## src/rtl/cpu_defs.sv

```systemverilog
// Shared CPU pipeline definitions: the execute payload plus the sizing
// constants for the delayed-execution scheduler.
package cpu_defs;

  typedef struct packed {
    logic [5:0]  tag;
    logic [3:0]  alu_op;
    logic [31:0] operand;
  } pipeline_exec_t;

  localparam int DELAYED_SCHED_DEPTH = 4;
  localparam int DELAYED_SCHED_CNT_W = $clog2(DELAYED_SCHED_DEPTH) + 1;

  typedef logic [DELAYED_SCHED_CNT_W-1:0] delayed_sched_cnt_t;

endpackage

```

## src/rtl/delayed_exec_sched_if.sv

```systemverilog
// Issue-side and delayed-ALU-side signals of the delayed-execution scheduler.
// The master modport is the pipeline around the scheduler; the slave is the scheduler.
interface delayed_exec_sched_if
  import cpu_defs::*;
#(
  parameter int DEPTH = DELAYED_SCHED_DEPTH
);
  localparam int CNT_W = $clog2(DEPTH) + 1;

  logic                 flush;
  logic [1:0]           in_valid;
  pipeline_exec_t [1:0] in_data;
  logic                 in_ready;
  logic                 out_valid;
  pipeline_exec_t       out_data;
  logic                 out_ready;
  logic [CNT_W-1:0]     occupancy;

  modport master (
    output flush, in_valid, in_data, out_ready,
    input  in_ready, out_valid, out_data, occupancy
  );

  modport slave (
    input  flush, in_valid, in_data, out_ready,
    output in_ready, out_valid, out_data, occupancy
  );

endinterface

```

## src/rtl/delayed_sched_ram.sv

```systemverilog
// Entry storage for the delayed-execution scheduler: two write ports,
// one asynchronous read port. Pointer logic never lets both ports hit one entry.
module delayed_sched_ram
  import cpu_defs::*;
#(
  parameter  int DEPTH = DELAYED_SCHED_DEPTH,
  localparam int PTR_W = $clog2(DEPTH)
) (
  input  logic             clk,
  input  logic             we0,
  input  logic [PTR_W-1:0] waddr0,
  input  pipeline_exec_t   wdata0,
  input  logic             we1,
  input  logic [PTR_W-1:0] waddr1,
  input  pipeline_exec_t   wdata1,
  input  logic [PTR_W-1:0] raddr,
  output pipeline_exec_t   rdata
);

  pipeline_exec_t mem [DEPTH];

  always_ff @(posedge clk) begin
    if (we0) mem[waddr0] <= wdata0;
    if (we1) mem[waddr1] <= wdata1;
  end

  assign rdata = mem[raddr];

endmodule

```

## src/rtl/delayed_exec_sched.sv

```systemverilog
// In-order buffer between both issue lanes and the shared delayed ALU.
// Define DELAYED_SCHED_BYPASS_EN to pass the oldest lane straight through an empty buffer.
module delayed_exec_sched
  import cpu_defs::*;
#(
  parameter int DEPTH = DELAYED_SCHED_DEPTH
) (
  input logic                 clk,
  input logic                 rst,
  delayed_exec_sched_if.slave bus
);

  localparam int CNT_W = $clog2(DEPTH) + 1;
  localparam int PTR_W = $clog2(DEPTH);

  logic [PTR_W-1:0] head, tail;
  logic [CNT_W-1:0] count;
  logic [CNT_W-1:0] n_push;
  logic [1:0]       wr_valid;
  logic             accept, pop, we0, we1;
  pipeline_exec_t   wdata0, wdata1, rd_data;

  // Acceptance looks only at registered occupancy, so it never waits on the ALU stall.
  assign bus.in_ready = (count <= CNT_W'(DEPTH - 2));
  assign accept       = bus.in_ready & ~bus.flush;
  assign pop          = (count != '0) & bus.out_ready & ~bus.flush;

`ifdef DELAYED_SCHED_BYPASS_EN
  logic           bypass_act, bypass_take;
  pipeline_exec_t bypass_data;

  assign bypass_act  = (count == '0) & ~bus.flush & (|bus.in_valid);
  assign bypass_take = bypass_act & bus.out_ready;
  assign bypass_data = bus.in_valid[0] ? bus.in_data[0] : bus.in_data[1];

  // The entry handed straight to the ALU is not written.
  always_comb begin
    wr_valid = bus.in_valid;
    if (bypass_take) begin
      if (bus.in_valid[0]) wr_valid[0] = 1'b0;
      else                 wr_valid[1] = 1'b0;
    end
  end

  assign bus.out_valid = (count != '0) | bypass_act;
  assign bus.out_data  = (count != '0) ? rd_data : (bypass_act ? bypass_data : '0);
`else
  assign wr_valid      = bus.in_valid;
  assign bus.out_valid = (count != '0);
  assign bus.out_data  = (count != '0) ? rd_data : '0;
`endif

  // Port 0 always takes the oldest surviving lane, which compacts a lone lane 1 into tail.
  assign we0    = accept & (|wr_valid);
  assign we1    = accept & (&wr_valid);
  assign wdata0 = wr_valid[0] ? bus.in_data[0] : bus.in_data[1];
  assign wdata1 = bus.in_data[1];
  assign n_push = CNT_W'(we0) + CNT_W'(we1);

  delayed_sched_ram #(.DEPTH(DEPTH)) u_ram (
    .clk    (clk),
    .we0    (we0),
    .waddr0 (tail),
    .wdata0 (wdata0),
    .we1    (we1),
    .waddr1 (tail + PTR_W'(1)),
    .wdata1 (wdata1),
    .raddr  (head),
    .rdata  (rd_data)
  );

  always_ff @(posedge clk or posedge rst) begin
    if (rst) begin
      head  <= '0;
      tail  <= '0;
      count <= '0;
    end else if (bus.flush) begin
      head  <= '0;
      tail  <= '0;
      count <= '0;
    end else begin
      head  <= head + PTR_W'(pop);
      tail  <= tail + PTR_W'(n_push);
      count <= count + n_push - CNT_W'(pop);
    end
  end

  assign bus.occupancy = count;

  a_no_push_when_full: assert property (@(posedge clk) disable iff (rst)
    !bus.in_ready |-> !(we0 | we1));
  a_count_bounded: assert property (@(posedge clk) disable iff (rst)
    count <= CNT_W'(DEPTH));

endmodule
```

## src/flat_wrapper.sv

```systemverilog
// flat-port wrapper written by rule: the top's interface ports become plain ports
module delayed_exec_sched_flat import cpu_defs::*;
#(
  parameter int DEPTH = DELAYED_SCHED_DEPTH
)
  (clk, rst, bus_flush, bus_in_valid, bus_in_data, bus_out_ready, bus_in_ready, bus_out_valid, bus_out_data, bus_occupancy);
  delayed_exec_sched_if #(.DEPTH(DEPTH)) bus_i ();
  input logic clk;
  input logic rst;
  input wire logic [$bits(bus_i.flush)-1:0] bus_flush;
  input wire logic [$bits(bus_i.in_valid)-1:0] bus_in_valid;
  input wire logic [$bits(bus_i.in_data)-1:0] bus_in_data;
  input wire logic [$bits(bus_i.out_ready)-1:0] bus_out_ready;
  output wire logic [$bits(bus_i.in_ready)-1:0] bus_in_ready;
  output wire logic [$bits(bus_i.out_valid)-1:0] bus_out_valid;
  output wire logic [$bits(bus_i.out_data)-1:0] bus_out_data;
  output wire logic [$bits(bus_i.occupancy)-1:0] bus_occupancy;
  assign bus_i.flush = bus_flush;
  assign bus_i.in_valid = bus_in_valid;
  assign bus_i.in_data = bus_in_data;
  assign bus_i.out_ready = bus_out_ready;
  assign bus_in_ready = bus_i.in_ready;
  assign bus_out_valid = bus_i.out_valid;
  assign bus_out_data = bus_i.out_data;
  assign bus_occupancy = bus_i.occupancy;
  delayed_exec_sched #(.DEPTH(DEPTH)) u_core (.clk(clk), .rst(rst), .bus(bus_i));
endmodule
```

## config.mk

```make
export PLATFORM = sky130hd
export DESIGN_NAME = delayed_exec_sched_flat
export DESIGN_NICKNAME = d
export VERILOG_FILES = /design/src/rtl/cpu_defs.sv /design/src/rtl/delayed_exec_sched_if.sv /design/src/rtl/delayed_sched_ram.sv /design/src/rtl/delayed_exec_sched.sv /design/src/flat_wrapper.sv
export SDC_FILE = /design/constraint.sdc
export NUM_CORES = 1
export LEC_CHECK = 0
export CAP_MARGIN = 0
export CORE_ASPECT_RATIO = 1.25
export CORE_UTILIZATION = 55
export CTS_BUF_LIST = sky130_fd_sc_hd__clkbuf_16
export DETAILED_ROUTE_END_ITERATION = 10
export GPL_TIMING_DRIVEN = 0
export PLACE_DENSITY = 0.81
export REMOVE_ABC_BUFFERS = 1
export SLEW_MARGIN = 20
export SYNTH_ARGS = -nofsm -noshare
export SYNTH_HDL_FRONTEND = slang
export SYNTH_HIERARCHICAL = 1
export SYNTH_SLANG_ARGS = --single-unit
export TNS_END_PERCENT = 5
```

## constraint.sdc

```tcl
create_clock -name clk -period 5.7 [get_ports clk]
set_input_delay 0.855 -clock clk [delete_from_list [all_inputs] [get_ports clk]]
set_output_delay 0.855 -clock clk [all_outputs]
set_load 0.01 [all_outputs]
```

==> results of run 1 <==
[critical path: stages]
cell and delay [ns]:
clkdlybuf4s50_1 0.56, a211oi_1 0.35, and3_1 0.36, nor3b_4 0.69, or2_4 0.75
[Yosys cell counts, drive strengths merged (4+ instances only)]
cell,count
mux2,210
inv,8
nor2,4
buf,30
dfrtp,7
nor2b,45
mux4,42
ha,6
edfxtp,168
clkbuf,6
[flip-flops by register name, summed over array words and instances, names as in the netlist]
signal,count
u_core/u_ram/mem,168
u_core/bus.occupancy,3
u_core/head,2
u_core/tail,2
[metal layers]
metal	GRT usage (%)	routed length (µm)
met4	9.49	322
met5	0	0
met3	4.24	888
met1	30.2	8350
met2	44.8	11100
[area by class of cell]
class | instances | area share [%]
clock inverters | 15 | 0.935
multi-input cells | 330 | 33.8
flip-flops and latches | 175 | 44.9
well taps | 216 | 2.32
repair buffers | 155 | 14.1
clock buffers | 17 | 3.65
inverters | 8 | 0.258
[worst paths after layout]
path	start	to	slack [ns]	cells after the start
max reg2reg	u_core/bus.occupancy[0]	u_core/u_ram/mem[0][21]	2.74	4
max in group asynchronous	rst	u_core/head[1]	4.78	2
min reg2reg	u_core/tail[1]	u_core/tail[1]	0.77	2
max	bus_flush	u_core/u_ram/mem[0][21]	2.18	5
min	rst	u_core/bus.occupancy[2]	0.67	2
min in group clk	u_core/tail[1]	u_core/tail[1]	0.77	2
[logic make-up (layout without fill, tap and decap cells)]
| logic type | after synthesis | count (layout) | share of synthesized area [%] |
|---|---|---|---|
| AOI/OAI and AO/OA | 4 | 4 | 0.268 |
| xor gates and xnor gates | 4 | 4 | 0.683 |
| adders and majority gates | 7 | 7 | 1.02 |
| buffers and inverters | 44 | 195 | 2.42 |
| DFF | 175 | 175 | 55.9 |
| muxes | 252 | 252 | 35.4 |
| and+or+nand+nor | 63 | 63 | 4.31 |
[power groups by stage]
stage	sequential, mW	combinational [mW]	clock, mW
floorplan	1.75	0.764	0
global placement	1.78	1.43	0
detailed placement	1.76	1.54	0
CTS	1.73	1.55	1.08
global route	1.75	1.64	1.12
finish	1.73	1.53	1.06
[per-stage QoR]
| stage | cell area (µm²) | setup slack (ns) | power, mW | TNS, ns |
|---|---|---|---|---|
| 3_3_place_gp | 10800 | -6.36 | 3.21 | -752.25 |
| 3_5_place_dp | 11100 | 1.69 | 3.30 | 0 |
| 6_report | 11600 | 2.18 | 4.32 | 0 |
| 2_1_floorplan | 9150 | 0.720 | 2.52 | 0 |
| 5_1_grt | 11600 | 1.99 | 4.51 | 0 |
| 4_1_cts | 11600 | 2.15 | 4.36 | 0 |
==> metrics.md, run 1 <==
| Metric | Value |
|---|---|
| Number of cell rows | 52 |
| Max transition margin | 49.6% |
| Gate power share | 35.4% |
| Data required time of the critical path | 5.75 ns |
| Proportion of synthesized chip area in sequential cells | 55.9% |
| Initial Utilization | 57.0% |
| Synth-to-layout area growth | 24.6% |
| Hold WS | 0.672 ns |
| Clock network fraction of total power | 24.6% |
| Type of the setup path with the least slack | input port to flip-flop |
| Top-Level Pins | 137 |
| Post-CTS setup buffers | 0 |
| Final setup fails | 0 |
| Leak pwr | 3.89 nW |
| Vertical extent of the die | 148 µm |
| Number of placed cells counting well taps | 884 |
| Power density over cell area | 371 mW/mm² |
| Initial DRC count | 269 |
| Number of DRC violations after detailed routing | 0 |
| Largest net degree at the start of global routing | 45 |
| Number of standard cells after synthesis | 549 |
| Number of nets in the finished design | 784 |
| Leading area contributor after synthesis | edfxtp_1 |
| Grt total ovfl | 0 |
| Layout cells sized above 1 | 43.6% |
| Commonest cells after routing, fill and taps aside | mux2_2 (207), edfxtp_1 (168), clkdlybuf4s50_1 (135) |
| Most common library cell in the layout ignoring fill and taps | mux2_2 |
| Insertion delay of the later-clocked pin in the worst-skew pair | 0.43 ns |
| Leading cell types by total area after synthesis | edfxtp_1 (54%), mux2_2 (25%), mux4_2 (10%) |
| H-tree levels | 4 |
| Number of buffers on the longest clock path | 2 |
| Worst slew pin tran | 0.756 ns |
| Portion of the clock cycle consumed by the worst path in the final layout | 61.8% |
| Number of antenna diodes | 0 |
| Footprint of the multi-input gates | 0.00394 mm² |
| Placeable core region | 0.0164 mm² |
| Count of buffers from port buffering | 136 |
| Total routing resource utilization after global routing | 25.0% |
| Arrival time worst endpoint | 3.58 ns |
| Relative contribution of sequential cells to total power | 40.0% |
| Endpoint type of the worst setup path | flip-flop |
| Initial antenna violation count | 0 |
| Fin. Hold Viols | 0 |
| Final period demand of the worst path | 3.52 ns |
| Number of enable-type register cells in the synthesized netlist | 168 |
| CTS-repair resized insts | 0 |
| Psw | 1.25 mW |
| Vias in the first global route | 5969 |
| Fraction of the core area covered by cells at the end of the flow | 71.0% |
| Max Clock Freq | 284 MHz |
| Sum of net half-perimeters after detailed placement | 12700 µm |
| Die outline area | 0.0175 mm² |
| Startpoint class of the critical path | input port |
| Root Buffer Master | clkbuf_16 |
| Critical path fanouts, max | 42 |
| Final count of pins violating max slew | 0 |
| Sw frac | 29.0% |
| Outcome | finished, final reports clean |
| Die Wd | 119 µm |
| Average routed wire per standard cell | 22.5 µm |
| DR vias | 5405 |
| Count of placed standard cells in the final layout, fillers left out | 916 |
| Setup repair after global routing missed its margin | no |
| Filler cell count in the final layout | 1104 |
| Number of maximum-capacitance constraint violations | 0 |
| Int Power | 3.07 mW |
| Area share of the leading cell type in the synthesized netlist | 54.0% |
| Placer Congestion | 0.772 |
| Wire length of the first global-routing pass | 32400 µm |
| Clock Sink Count | 175 |
| Residual antenna-violating net count after detailed routing | 0 |
| Synthesized area | 0.00934 mm² |
| Number of clock buffers inserted by TritonCTS | 17 |
| Count of distinct cell types in the synthesized netlist | 30 |
| Maximum clock skew at final layout | 0.00539 ns |
| #FFs+latches synth | 175 |
| Hold Crit Class | input port to async pin |
| Largest vdd supply drop | 275 µV |
| Number of iterations in the first detailed-routing pass | 4 |
| CTS hold repair buffers | 0 |
| Register area | 0.00523 mm² |
| CTS clock-pin slew for the worst setup and hold paths | 0.06 ns |
| Count of synthesis-stage warnings from yosys | 6 |
| Most frequently used flop master after synthesis | edfxtp_1 |
| Clock tree from TritonCTS | yes |
| Via-to-Cell Ratio | 5.90 |
| Average instance area after synthesis | 17.0 µm² |
| Post-synthesis async set-or-reset flop share | 4.00% |
| Final wirelength | 20600 µm |
(Power assumes the default switching activity.)
==> run 2: changes to the inputs <==
--- a/config.mk
+++ b/config.mk
@@ -7,11 +7,11 @@
 export LEC_CHECK = 0
 export CAP_MARGIN = 0
 export CORE_ASPECT_RATIO = 1.25
-export CORE_UTILIZATION = 55
+export CORE_UTILIZATION = 50
 export CTS_BUF_LIST = sky130_fd_sc_hd__clkbuf_16
 export DETAILED_ROUTE_END_ITERATION = 10
 export GPL_TIMING_DRIVEN = 0
-export PLACE_DENSITY = 0.81
+export PLACE_DENSITY = 0.77
 export REMOVE_ABC_BUFFERS = 1
 export SLEW_MARGIN = 20
 export SYNTH_ARGS = -nofsm -noshare
==> constraint.sdc (replaced) <==
create_clock -name clk -period 3.1 [get_ports clk]
set_input_delay 0.465 -clock clk [delete_from_list [all_inputs] [get_ports clk]]
set_output_delay 0.465 -clock clk [all_outputs]
set_load 0.01 [all_outputs]
==> run 2 against run 1 <==
Compared with the run above: critical path depth rose by 2; first-iteration DRC count increased by 20%; routed wire length is 3.9% higher; non-clock buffer count is 2 higher; utilization decreased by 5.7 points; clock-buffer cell count unchanged; cell area is 1.8% higher; total power rose by 93%; worst setup slack worse by 2.1 ns; final cell count up 1.6%; combinational power up 86%.
==> metrics.md, run 2 (synthesis results as in run 1) <==
| Metric | Value |
|---|---|
| Worst slew pin tran | 0.761 ns (+0.00567 ns) |
| Setup WS pre-CTS | -0.589 ns (-2.28 ns) |
| Synth-to-layout area growth | 26.9% |
| Post-layout total power | 8.34 mW (+93%) |
| Met3 routed WL | 922 µm (+3.8%) |
| Fin. Hold Viols | 0 (unchanged) |
| Clock Sink Count | 175 (unchanged) |
| Clock tree from TritonCTS | yes |
| Number of clock buffers inserted by TritonCTS | 17 (unchanged) |
| DR vias | 5475 (+1.3%) |
| Root Buffer Master | clkbuf_16 |
| Number of DRC violations after detailed routing | 0 (unchanged) |
| Max Clock Freq | 331 MHz |
| Maximum clock skew at final layout | 0.00842 ns (+0.00303 ns) |
| Met1 wire length | 8540 µm (+2.3%) |
| Final period demand of the worst path | 3.02 ns |
| Average routed wire per standard cell | 23.0 µm (+2.2%) |
| PnR worst setup slack | 0.0784 ns (-2.10 ns) |
| CTS hold repair buffers | 0 (unchanged) |
| Initial Utilization | 51.4% (-5.6 points) |
| Via-to-Cell Ratio | 5.88 (-0.34%) |
| Layout cells sized above 1 | 44.4% (+0.81 points) |
| Die Wd | 124 µm (+4.8%) |
| Critical path fanouts, max | 11 (-74%) |
| Portion of the clock cycle consumed by the worst path in the final layout | 97.5% |
| Initial DRC count | 322 (+20%) |
| Arrival time worst endpoint | 3.19 ns (-0.39 ns) |
| Number of buffers on the longest clock path | 2 (unchanged) |
| Total routing resource utilization after global routing | 22.9% (-2.1 points) |
| Sum of net half-perimeters after detailed placement | 13200 µm (+3.7%) |
| Vertical extent of the die | 155 µm (+4.8%) |
| Insertion delay of the later-clocked pin in the worst-skew pair | 0.43 ns (about the same) |
| Number of iterations in the first detailed-routing pass | 5 (+1) |
| Initial antenna violation count | 0 (unchanged) |
| Final-layout setup total negative slack | 0 ns (unchanged) |
| Routed wire length on met2 | 11600 µm (+4.8%) |
| Largest vdd supply drop | 626 µV (+130%) |
| Hold WS | 0.268 ns (-0.405 ns) |
| Count of placed standard cells in the final layout, fillers left out | 931 (+1.6%) |
| Final wirelength | 21400 µm (+3.9%) |
| Die outline area | 0.0192 mm² (+9.8%) |
| Count of buffers from port buffering | 136 (unchanged) |
| Number of nets in the finished design | 787 (+0.38%) |
| Outcome | finished, final reports clean |
| Leak pwr | 4.23 nW (+8.7%) |
| Endpoint type of the worst setup path | flip-flop |
| Most common library cell in the layout ignoring fill and taps | mux2_2 |
| Power density over cell area | 703 mW/mm² (+89%) |
| Filler cell count in the final layout | 1310 (+19%) |
| Top-Level Pins | 137 (unchanged) |
| Placeable core region | 0.0182 mm² (+11%) |
| Number of placed cells counting well taps | 896 (+1.4%) |
| Number of antenna diodes | 0 (unchanged) |
| Wire length of the first global-routing pass | 32700 µm (+0.90%) |
| Final setup fails | 0 (unchanged) |
| CTS clock-pin slew for the worst setup and hold paths | 0.07 ns (about the same) |
| Number of maximum-capacitance constraint violations | 0 (unchanged) |
| Residual antenna-violating net count after detailed routing | 0 (unchanged) |
| Final count of pins violating max slew | 0 (unchanged) |
| Placer Congestion | 0.703 (-9.0%) |
| Number of cell rows | 55 (+5.8%) |
| Max transition margin | 49.0% (-0.57 points) |
| Setup repair after global routing missed its margin | no |
| Data required time of the critical path | 3.27 ns (-2.48 ns) |
| Type of the setup path with the least slack | input port to flip-flop |
| Largest register FFs | 168 (unchanged) |
| Startpoint class of the critical path | input port |
| Most flops, register | u_core/u_ram/mem |
| Highest routing layer actually used | met4 |
| Hold Crit Class | input port to async pin |
| Largest net degree at the start of global routing | 45 (unchanged) |
| Grt total ovfl | 0 (unchanged) |
| H-tree levels | 4 (unchanged) |
| Vias in the first global route | 6022 (+0.89%) |
| Commonest cells after routing, fill and taps aside | mux2_2 (207), edfxtp_1 (168), clkdlybuf4s50_1 (116) |
-- run 2: changes by cell type in the layout (fill, tap and decap cells not counted), sizes merged, moves of 2 or more --
cell           before  now
bufinv              1    5
clkinvlp            6    2
buf                20   22
clkdlybuf4s50     135  116
dlymetal6s2s        0   18
-- run 2: layer usage --
metal  vias to the layer above  track usage [%]
met5                         -                0
met4                         0             7.92
met3                        31             4.74
met2                       183             41.7
met1                      2812             26.7
li1                       2449                -
-- run 2: where the power goes --
group	leakage [nW]	switching (mW)	internal, mW
sequential	1.62	0.145	3.03
combinational	2.29	1.33	1.51
clock	0.315	0.896	1.43
-- run 2: timing repair --
| action | in CTS | in global routing |
|---|---|---|
| setup buffers | 0 | 2 |
| cloned | 1 | 0 |
| pin swaps | 0 | 1 |
| setup endpoints to repair | 43 | 59 |
| gates resized for setup | 2 | 20 |
-- run 2: worst max-delay path, stage by stage --
cell             delay [ns]
clkdlybuf4s50_1        0.56
a211oi_1               0.40
and3_2                 0.35
nor3b_4                0.63
buf_8                  0.24
buf_8                  0.17
mux2_2                 0.36
-- run 2: path summary, 6_finish.rpt --
check | startpoint | endpoint | slack (ns) | cells past startpoint
hold / removal | rst | u_core/bus.occupancy[0] | 0.27 | 2
setup / recovery | bus_flush | u_core/u_ram/mem[0][7] | 0.08 | 7
max in group asynchronous | rst | u_core/head[1] | 2.58 | 2
setup reg to reg | u_core/bus.occupancy[0] | u_core/bus.occupancy[2] | 0.19 | 11
hold reg to reg | u_core/bus.occupancy[2] | u_core/bus.occupancy[2] | 0.75 | 2
min in group clk | u_core/bus.occupancy[2] | u_core/bus.occupancy[2] | 0.75 | 2
-- run 2: area by class of cell --
cell class | instances | area (µm²) | share of cell area, %
flip-flops and latches | 175 | 5230 | 44.1
multi-input cells | 331 | 3950 | 33.3
repair buffers | 157 | 1720 | 14.5
clock buffers | 17 | 425 | 3.59
well taps | 228 | 285 | 2.41
clock inverters | 15 | 219 | 1.85
inverters | 8 | 30.0 | 0.253
-- run 2: through the flow --
step / area (µm²) / utilization [%]
global route: 11900 / 65.3
floorplan: 9150 / -
finish: 11900 / 65.3
detailed placement: 11100 / 61.3
CTS: 11800 / 64.9
global placement: 10800 / 59.4
